--- src/rtl/cga_mic_stack_pkg.sv ---
// Shared definitions for the microprogram stack controller.
// Latency: n/a (types and constants only).
// Backpressure: n/a.
// Contents: command encodings, depth width and default depth, slice-control
// bundle type and the three slice-control patterns (hold, push, pop).
package cga_mic_stack_pkg;

  localparam int DEPTH_W       = 3;
  localparam int DEPTH_MAX_DEF = 4;

  typedef enum logic [1:0] {
    CMD_NOP   = 2'b00,
    CMD_PUSH  = 2'b01,
    CMD_POP   = 2'b10,
    CMD_FLUSH = 2'b11
  } cmd_e;

  // Slice-mode controls, registered together in the top module.
  typedef struct packed {
    logic s3;
    logic s3n;
    logic s4s3n;
    logic s4ns3n;
    logic load;
    logic sclk_en;
  } ctrl_t;

  // Recirculate: slices keep their contents, no shift clock.
  localparam ctrl_t CTRL_HOLD = '{s3: 1'b0, s3n: 1'b1, s4s3n: 1'b0, s4ns3n: 1'b1,
                                  load: 1'b0, sclk_en: 1'b0};
  // Shift down one level and load the new top entry.
  localparam ctrl_t CTRL_PUSH = '{s3: 1'b0, s3n: 1'b1, s4s3n: 1'b1, s4ns3n: 1'b0,
                                  load: 1'b1, sclk_en: 1'b1};
  // Shift up one level, exposing the next entry on top.
  localparam ctrl_t CTRL_POP  = '{s3: 1'b1, s3n: 1'b0, s4s3n: 1'b0, s4ns3n: 1'b0,
                                  load: 1'b1, sclk_en: 1'b1};

endpackage

--- src/rtl/cga_mic_stack_depth.sv ---
// Saturating stack-depth counter with sticky overflow/underflow flags.
// Latency: 1 cycle from accepted operation pulse to updated depth/flags.
// Backpressure: none; the caller presents only accepted, mutually exclusive pulses.
// Ports: clk, rst (sync, active-high); push/pop/flush accepted-op pulses;
//   err_clr clears flags; depth, empty, full, ovf, unf outputs.
module cga_mic_stack_depth
  import cga_mic_stack_pkg::*;
#(
  parameter int DEPTH_MAX = DEPTH_MAX_DEF
) (
  input  logic               clk,
  input  logic               rst,
  input  logic               push,
  input  logic               pop,
  input  logic               flush,
  input  logic               err_clr,
  output logic [DEPTH_W-1:0] depth,
  output logic               empty,
  output logic               full,
  output logic               ovf,
  output logic               unf
);

  localparam logic [DEPTH_W-1:0] DMAX = DEPTH_W'(DEPTH_MAX);

  always_comb begin
    empty = (depth == '0);
    full  = (depth == DMAX);
  end

  always_ff @(posedge clk) begin
    if (rst) begin
      depth <= '0;
      ovf   <= 1'b0;
      unf   <= 1'b0;
    end else begin
      // A push at full still shifts the slices (bottom entry lost) but the
      // count saturates; a pop at empty leaves the count at zero.
      if (flush)
        depth <= '0;
      else if (push && !full)
        depth <= depth + 1'b1;
      else if (pop && !empty)
        depth <= depth - 1'b1;

      // New error in the same cycle as a clear wins.
      ovf <= (push && full)  || (ovf && !err_clr);
      unf <= (pop  && empty) || (unf && !err_clr);
    end
  end

endmodule

--- src/rtl/cga_mic_stack_ctrl.sv ---
// Microprogram stack controller: decodes stack commands into bit-slice mode controls.
// Latency: 1 cycle from command acceptance to registered controls and depth.
// Backpressure: CMD_READY = !HOLD; commands are accepted only on CMD_VALID && CMD_READY.
// Ports: MCLK, RST (sync, active-high); CMD/CMD_VALID/HOLD/ERR_CLR inputs;
//   CMD_READY; S3, S3N, S4S3N, S4NS3N, LOAD, SCLK_EN slice controls;
//   DEPTH, EMPTY, FULL, OVF, UNF status.
module cga_mic_stack_ctrl
  import cga_mic_stack_pkg::*;
#(
  parameter int DEPTH_MAX = DEPTH_MAX_DEF
) (
  input  logic               MCLK,
  input  logic               RST,
  input  logic [1:0]         CMD,
  input  logic               CMD_VALID,
  input  logic               HOLD,
  input  logic               ERR_CLR,
  output logic               CMD_READY,
  output logic               S3,
  output logic               S3N,
  output logic               S4S3N,
  output logic               S4NS3N,
  output logic               LOAD,
  output logic               SCLK_EN,
  output logic [DEPTH_W-1:0] DEPTH,
  output logic               EMPTY,
  output logic               FULL,
  output logic               OVF,
  output logic               UNF
);

  logic  accept;
  cmd_e  cmd;
  logic  push_acc;
  logic  pop_acc;
  logic  flush_acc;
  ctrl_t ctrl_nxt;
  ctrl_t ctrl_q;

  assign CMD_READY = !HOLD;
  assign accept    = CMD_VALID && !HOLD;
  assign cmd       = cmd_e'(CMD);

  always_comb begin
    ctrl_nxt  = CTRL_HOLD;
    push_acc  = 1'b0;
    pop_acc   = 1'b0;
    flush_acc = 1'b0;
    if (accept) begin
      case (cmd)
        CMD_PUSH: begin
          push_acc = 1'b1;
          ctrl_nxt = CTRL_PUSH;
        end
        CMD_POP: begin
          pop_acc = 1'b1;
          // Popping an empty stack must not disturb the slices.
          if (!EMPTY)
            ctrl_nxt = CTRL_POP;
        end
        CMD_FLUSH: flush_acc = 1'b1;
        default:   ;
      endcase
    end
  end

  always_ff @(posedge MCLK) begin
    if (RST)
      ctrl_q <= CTRL_HOLD;
    else
      ctrl_q <= ctrl_nxt;
  end

  assign S3      = ctrl_q.s3;
  assign S3N     = ctrl_q.s3n;
  assign S4S3N   = ctrl_q.s4s3n;
  assign S4NS3N  = ctrl_q.s4ns3n;
  assign LOAD    = ctrl_q.load;
  assign SCLK_EN = ctrl_q.sclk_en;

  cga_mic_stack_depth #(
    .DEPTH_MAX(DEPTH_MAX)
  ) u_depth (
    .clk    (MCLK),
    .rst    (RST),
    .push   (push_acc),
    .pop    (pop_acc),
    .flush  (flush_acc),
    .err_clr(ERR_CLR),
    .depth  (DEPTH),
    .empty  (EMPTY),
    .full   (FULL),
    .ovf    (OVF),
    .unf    (UNF)
  );

endmodule

--- config.mk ---
export PLATFORM = sky130hd
export DESIGN_NAME = cga_mic_stack_ctrl
export DESIGN_NICKNAME = d
export VERILOG_FILES = /design/src/rtl/cga_mic_stack_pkg.sv /design/src/rtl/cga_mic_stack_depth.sv /design/src/rtl/cga_mic_stack_ctrl.sv
export SDC_FILE = /design/constraint.sdc
export NUM_CORES = 1
export LEC_CHECK = 0
export CORE_AREA = 2 2 39 41
export DETAILED_ROUTE_END_ITERATION = 10
export DIE_AREA = 0 0 41 43
export DONT_BUFFER_PORTS = 1
export PLACE_DENSITY = 0.54
export REMOVE_ABC_BUFFERS = 1
export SYNTH_ARGS = -nofsm -noshare
export SYNTH_HDL_FRONTEND = slang
export SYNTH_HIERARCHICAL = 1
export SYNTH_SLANG_ARGS = --single-unit
--- constraint.sdc ---
create_clock -name MCLK -period 2.7 [get_ports MCLK]
set_clock_uncertainty 0.1 [all_clocks]
set_input_delay 0.54 -clock MCLK [delete_from_list [all_inputs] [get_ports MCLK]]
set_output_delay 0.54 -clock MCLK [all_outputs]
set_load 0.02 [all_outputs]
==> Word level (Yosys, flattened, before mapping) <==
Cells that the tools add are included.
{ "totals": {"inputBits": 7, "ramBits": 0, "word_cells": 43, "output_inout_bits": 14, "regBits": 11, "n_memories": 0, "romBits": 0, "latch_bits": 0} }
{ "op_classes": {"shifts": 0, "n_bitwise": 1, "div_mod_pow": 0, "multipliers": 0, "addsub": 2, "n_reduce_logical": 17, "n_mux": 10, "eq_ne": 4, "magnitude_cmp": 0} }
{ "ops": {"columns": ["cell", "count"], "rows": [
  ["6-bit one-hot mux with 2 select lines", 1],
  ["1-bit logical AND", 7],
  ["1-bit two-way mux", 6],
  ["3-bit two-way mux", 2],
  ["6-bit two-way mux", 1],
  ["2-bit equality test, second input constant", 2],
  ["1-bit logical NOT", 4],
  ["2-bit OR reduction", 2],
  ["3-bit by 1-bit adder with 3-bit output, second input constant", 1],
  ["3-bit equality test, second input constant", 1],
  ["3-bit logical NOT", 1],
  ["3-bit by 1-bit subtractor with 3-bit output, second input constant", 1],
  ["2-bit by 1-bit equality test with 1-bit output, second input constant", 1],
  ["1-bit logical OR", 2],
  ["2-bit nonzero test", 1],
  ["1-bit inverter", 1]
]} }

==> Longest topological paths before layout <==
{ "depth": {"word_depth": 6, "mapped_depth": 8, "ltp_nobuf": 8} }

==> Modules after synthesis <==
Netlist, hierarchy kept.
{ "modules_own_cells": {"columns": ["mod", "area_per_inst_um2", "cells_each", "n_inst"], "rows": [
  ["cga_mic_stack_depth", 291.5, 29, 1],
  ["cga_mic_stack_ctrl", 267.8, 26, 1]
]} }

==> Worst setup path before layout <==
No wires, ideal clock.
{ "synth_path": {"kind": "register to register", "start": "register u_depth.depth[0]", "end": "register u_depth.depth[2]", "slack_ps": 296, "synth_period_minus_slack_ps": 2404, "stages_incl_launch_ff": 8, "arrival_ps": 2165, "path_buffers": 0, "required_ps": 2460, "path_cell_list": "dfxtp_1 > nor2_1 > and2_2 > nand2b_1 > fa_1 > or3b_2 > o21ai_0 > a221oi_2"} }
{ "synth_via": {"elab_chain_cells": 4, "word_cells_on_any_way": 11, "cone_classes": "2 x add/sub; 1 x eq/ne; 2 x mux; 6 x reduce/logical"} }
{ "synth_lines": {"columns": ["element", "line_no", "source"], "rows": [
  ["from (decl)", "cga_mic_stack_depth.sv:17", "output logic [DEPTH_W-1:0] depth,"],
  ["from (signal assigned)", "cga_mic_stack_depth.sv:42", "depth <= depth + 1'b1;"],
  ["from (signal assigned)", "cga_mic_stack_depth.sv:44", "depth <= depth - 1'b1;"],
  ["3-bit equality test (*)", "cga_mic_stack_depth.sv:28", "full = (depth == DMAX);"],
  ["via FULL", "cga_mic_stack_ctrl.sv:27", "output logic FULL,"],
  ["1-bit logical NOT (*)", "cga_mic_stack_depth.sv:41", "else if (push && !full)"],
  ["1-bit logical AND (*)", "cga_mic_stack_depth.sv:41", null],
  ["3-bit two-way mux / 2-bit nonzero test (equally long branches)", null, null]
]} }
Mark *: on every way through the listed nets, which the timed path passes. The rest lies on a longest branch. The select of a mux whose other input is x is not followed.
A chain may end at the register's enable or synchronous reset.

==> Worst setup path in the final report <==
{ "layout_path": {"start": "register u_depth.depth[1]", "end": "register u_depth.depth[2]"} }
The elaborated chain is that of the path after synthesis.

==> results.toml <==
[grt]
grt_pass1_wl_mm = 1.62
globalRouteMet2Util_pct = 17.8
use_met1_pct = 18.8
busiest_layer = "met1"
track_usage_pct = 13.9
overflow = 0
grt_max_degree = 8
antenna_found_initial = 0
grt_pass1_vias = 381
grt.met3_usage_pct = 4.19

[cts]
cts_made_buffers = 3
cts_setup_buffers = 0
clk_pin_slew_ns = 0.07
ctsHtreeMaxLevel = 1
worstSkewPairLatency_ns = 0.26
hold_buffers = 0
cts_tree = "built"
cts_root_buf = "clkbuf_4"
max-clock-path-buffers = 2
post_cts_resize_count = 0
cts_sinks = 10

[logic_synthesis]
syn_avg_cell_area_um2 = 10.2
async_flop_share_pct = 0
synth-edff-count = 0
yosys-top-cells-area = "dfxtp_1, ha_1, and2_1"
seq_area_frac_synth_pct = 35.8
yosysUniqueCellTypes = 30
synth-seq-cells = 10
synth_flop_cell = "dfxtp_1"
synth_area_um2 = 559
synth_warnings = 6
synth_top_area_share_pct = 35.8
synth_cells = 55
synth_area_leader_cell = "dfxtp_1"

[finish]
final_cell_mix = "dfxtp_1, inv_1, buf_4"
drive_gt1_share_pct = 27.0
stdcell_count = 79
syn_to_final_growth_pct = 15.4
final_common_cell = "dfxtp_1"
diodes = 0
fill_cells = 134
multi_input_area_um2 = 329
nets = 76
ff_latch_area_um2 = 200

[min_path]
hold_path_depth = 1
hold_path_startpoint = "RST"
hold_path_end = "u_depth/unf"
min_path_type = "in2reg"

[floorplan]
dieArea_um2 = 1760
io_pins = 21
start_util_pct = 40.4
placementRows = 14
fp.dieW_um = 41
die_h_um = 43
core_area_um2 = 1380

[timing]
hold_viol = 0
max_freq_mhz = 470
rsz0062_at_grt = "false"
setup_viol_count_final = 0
period_minus_slack_ns = 2.13
tightestPinTransition_ns = 0.509
finalMaxSlewViolations = 0
finalCritPeriodShare_pct = 78.8
relSlewSlack_pct = 65.8
fin_setup_tns_ns = 0

[worst_setup_path]
crit_family = "simple AND/OR/NAND/NOR gates"
critPathMaxFanout = 4
critical_path_class = "reg2reg"
slowest_stage = "or3b_2"
rrSetupSlack_ns = 0.57
cpPeakStageDelay_ns = 0.48
crit_buf_inv = 0
endpoint_kind = "flop"
cp.required_ns = 2.75
critical_path_arrival_ns = 2.18
worstPathCellList = "nor2_1 -> and2_2 -> nand2b_1 -> fa_1 -> or3b_2 -> o21ai_0 -> a221oi_2"
r2r-end = "u_depth/depth[2]"
reg2reg_depth = 7
startpoint_type = "flop"
rr_startpoint = "u_depth/depth[1]"

[route]
post-route-drc-count = 0
drtIter0Drc = 3
via_per_inst = 5.19
drt-total-wl_um = 982
routed-via-count = 410
dr.pass1.iters = 2
wl_per_cell_um = 12.4
ant_nets = 0

[placed_design]
dp.cells = 75
port_buffers = 0
hpwl_um = 775
gp_congestion = 0.778

[pwr]
power_leakage_nw = 0.267
powerDensity_nw_per_um2 = 507
peakVddDrop_v = 0.000284

[run]
cap_violations = 0

[run_status]
status = "completed"
## metal layers
metal | share of wire, % | vias to the layer above
met4 | 1.9 | 0
met1 | 49 | 181
met3 | 5.7 | 2
met2 | 43 | 14
met5 | 0 | -
li1 | - | 213
## power breakdown
group / switching [mW] / internal, mW / total, mW
clock: 0.0525 / 0.0817 / 0.134
combinational: 0.0225 / 0.0170 / 0.0396
sequential: 0.00353 / 0.150 / 0.154
## cells in the mapped netlist, types with 2 or more instances
master and n:
and2_1 4, ha_1 4, nand2_1 2, nor2b_1 2
nor2_1 3, inv_1 6, dfxtp_1 10, nor3_1 2
## through the flow
stage / setup slack [ns] / hold WS [ns] / utilization (%) / cell area [um2] / power [mW]
finish: 0.571 / 0.241 / 46.7 / 646 / 0.327
global route: 0.393 / 0.225 / 46.7 / 646 / 0.344
CTS: 0.566 / 0.234 / 46.7 / 646 / 0.332
detailed placement: 0.330 / 0.512 / 44.0 / 609 / 0.197
global placement: 0.327 / 0.507 / 44.0 / 609 / 0.197
floorplan: 0.296 / 0.495 / - / 552 / 0.188
## worst max-delay path by stage
stage	start	endpoint	slack, ns	cells past startpoint
after floorplan	u_depth/depth[0]	u_depth/depth[2]	0.30	7
after global placement	CMD_VALID	u_depth/depth[2]	0.33	7
after detailed placement	CMD_VALID	u_depth/depth[2]	0.33	7
after CTS	u_depth/depth[1]	u_depth/depth[2]	0.57	7
after global routing	u_depth/depth[1]	u_depth/depth[2]	0.39	7
final	u_depth/depth[1]	u_depth/depth[2]	0.57	7
## logic make-up (layout without fill, tap and decap cells)
| family | after synthesis | after routing | synth area share (%) |
|---|---|---|---|
| adders and majority gates | 5 | 5 | 12.5 |
| and+or+nand+nor | 21 | 21 | 24.8 |
| buffers and inverters | 7 | 15 | 5.37 |
| muxes | 2 | 2 | 4.47 |
| DFF | 10 | 10 | 35.8 |
| AOI/OAI and AO/OA | 10 | 10 | 17.0 |
## worst reg2reg max path: stages (launching register included)
cell	delay [ns]
dfxtp_1	0.33
nor2_1	0.08
and2_2	0.25
nand2b_1	0.17
fa_1	0.41
or3b_2	0.48
o21ai_0	0.11
a221oi_2	0.09
## flip-flops by register name (all words and copies together) (netlist names)
signal,flops
u_depth/depth,3
LOAD,1
S3,1
S3N,1
S4NS3N,1
S4S3N,1
u_depth/ovf,1
u_depth/unf,1
## cell type report
| class | count | share of cell area (%) |
|---|---|---|
| inverter | 6 | 3.49 |
| sequential | 10 | 31.0 |
| timing repair buffer | 5 | 5.81 |
| clock buffer | 4 | 5.62 |
| multi-input combinational | 38 | 51.0 |
| tap | 16 | 3.10 |
No activity file was read; power rests on OpenSTA's default activity.
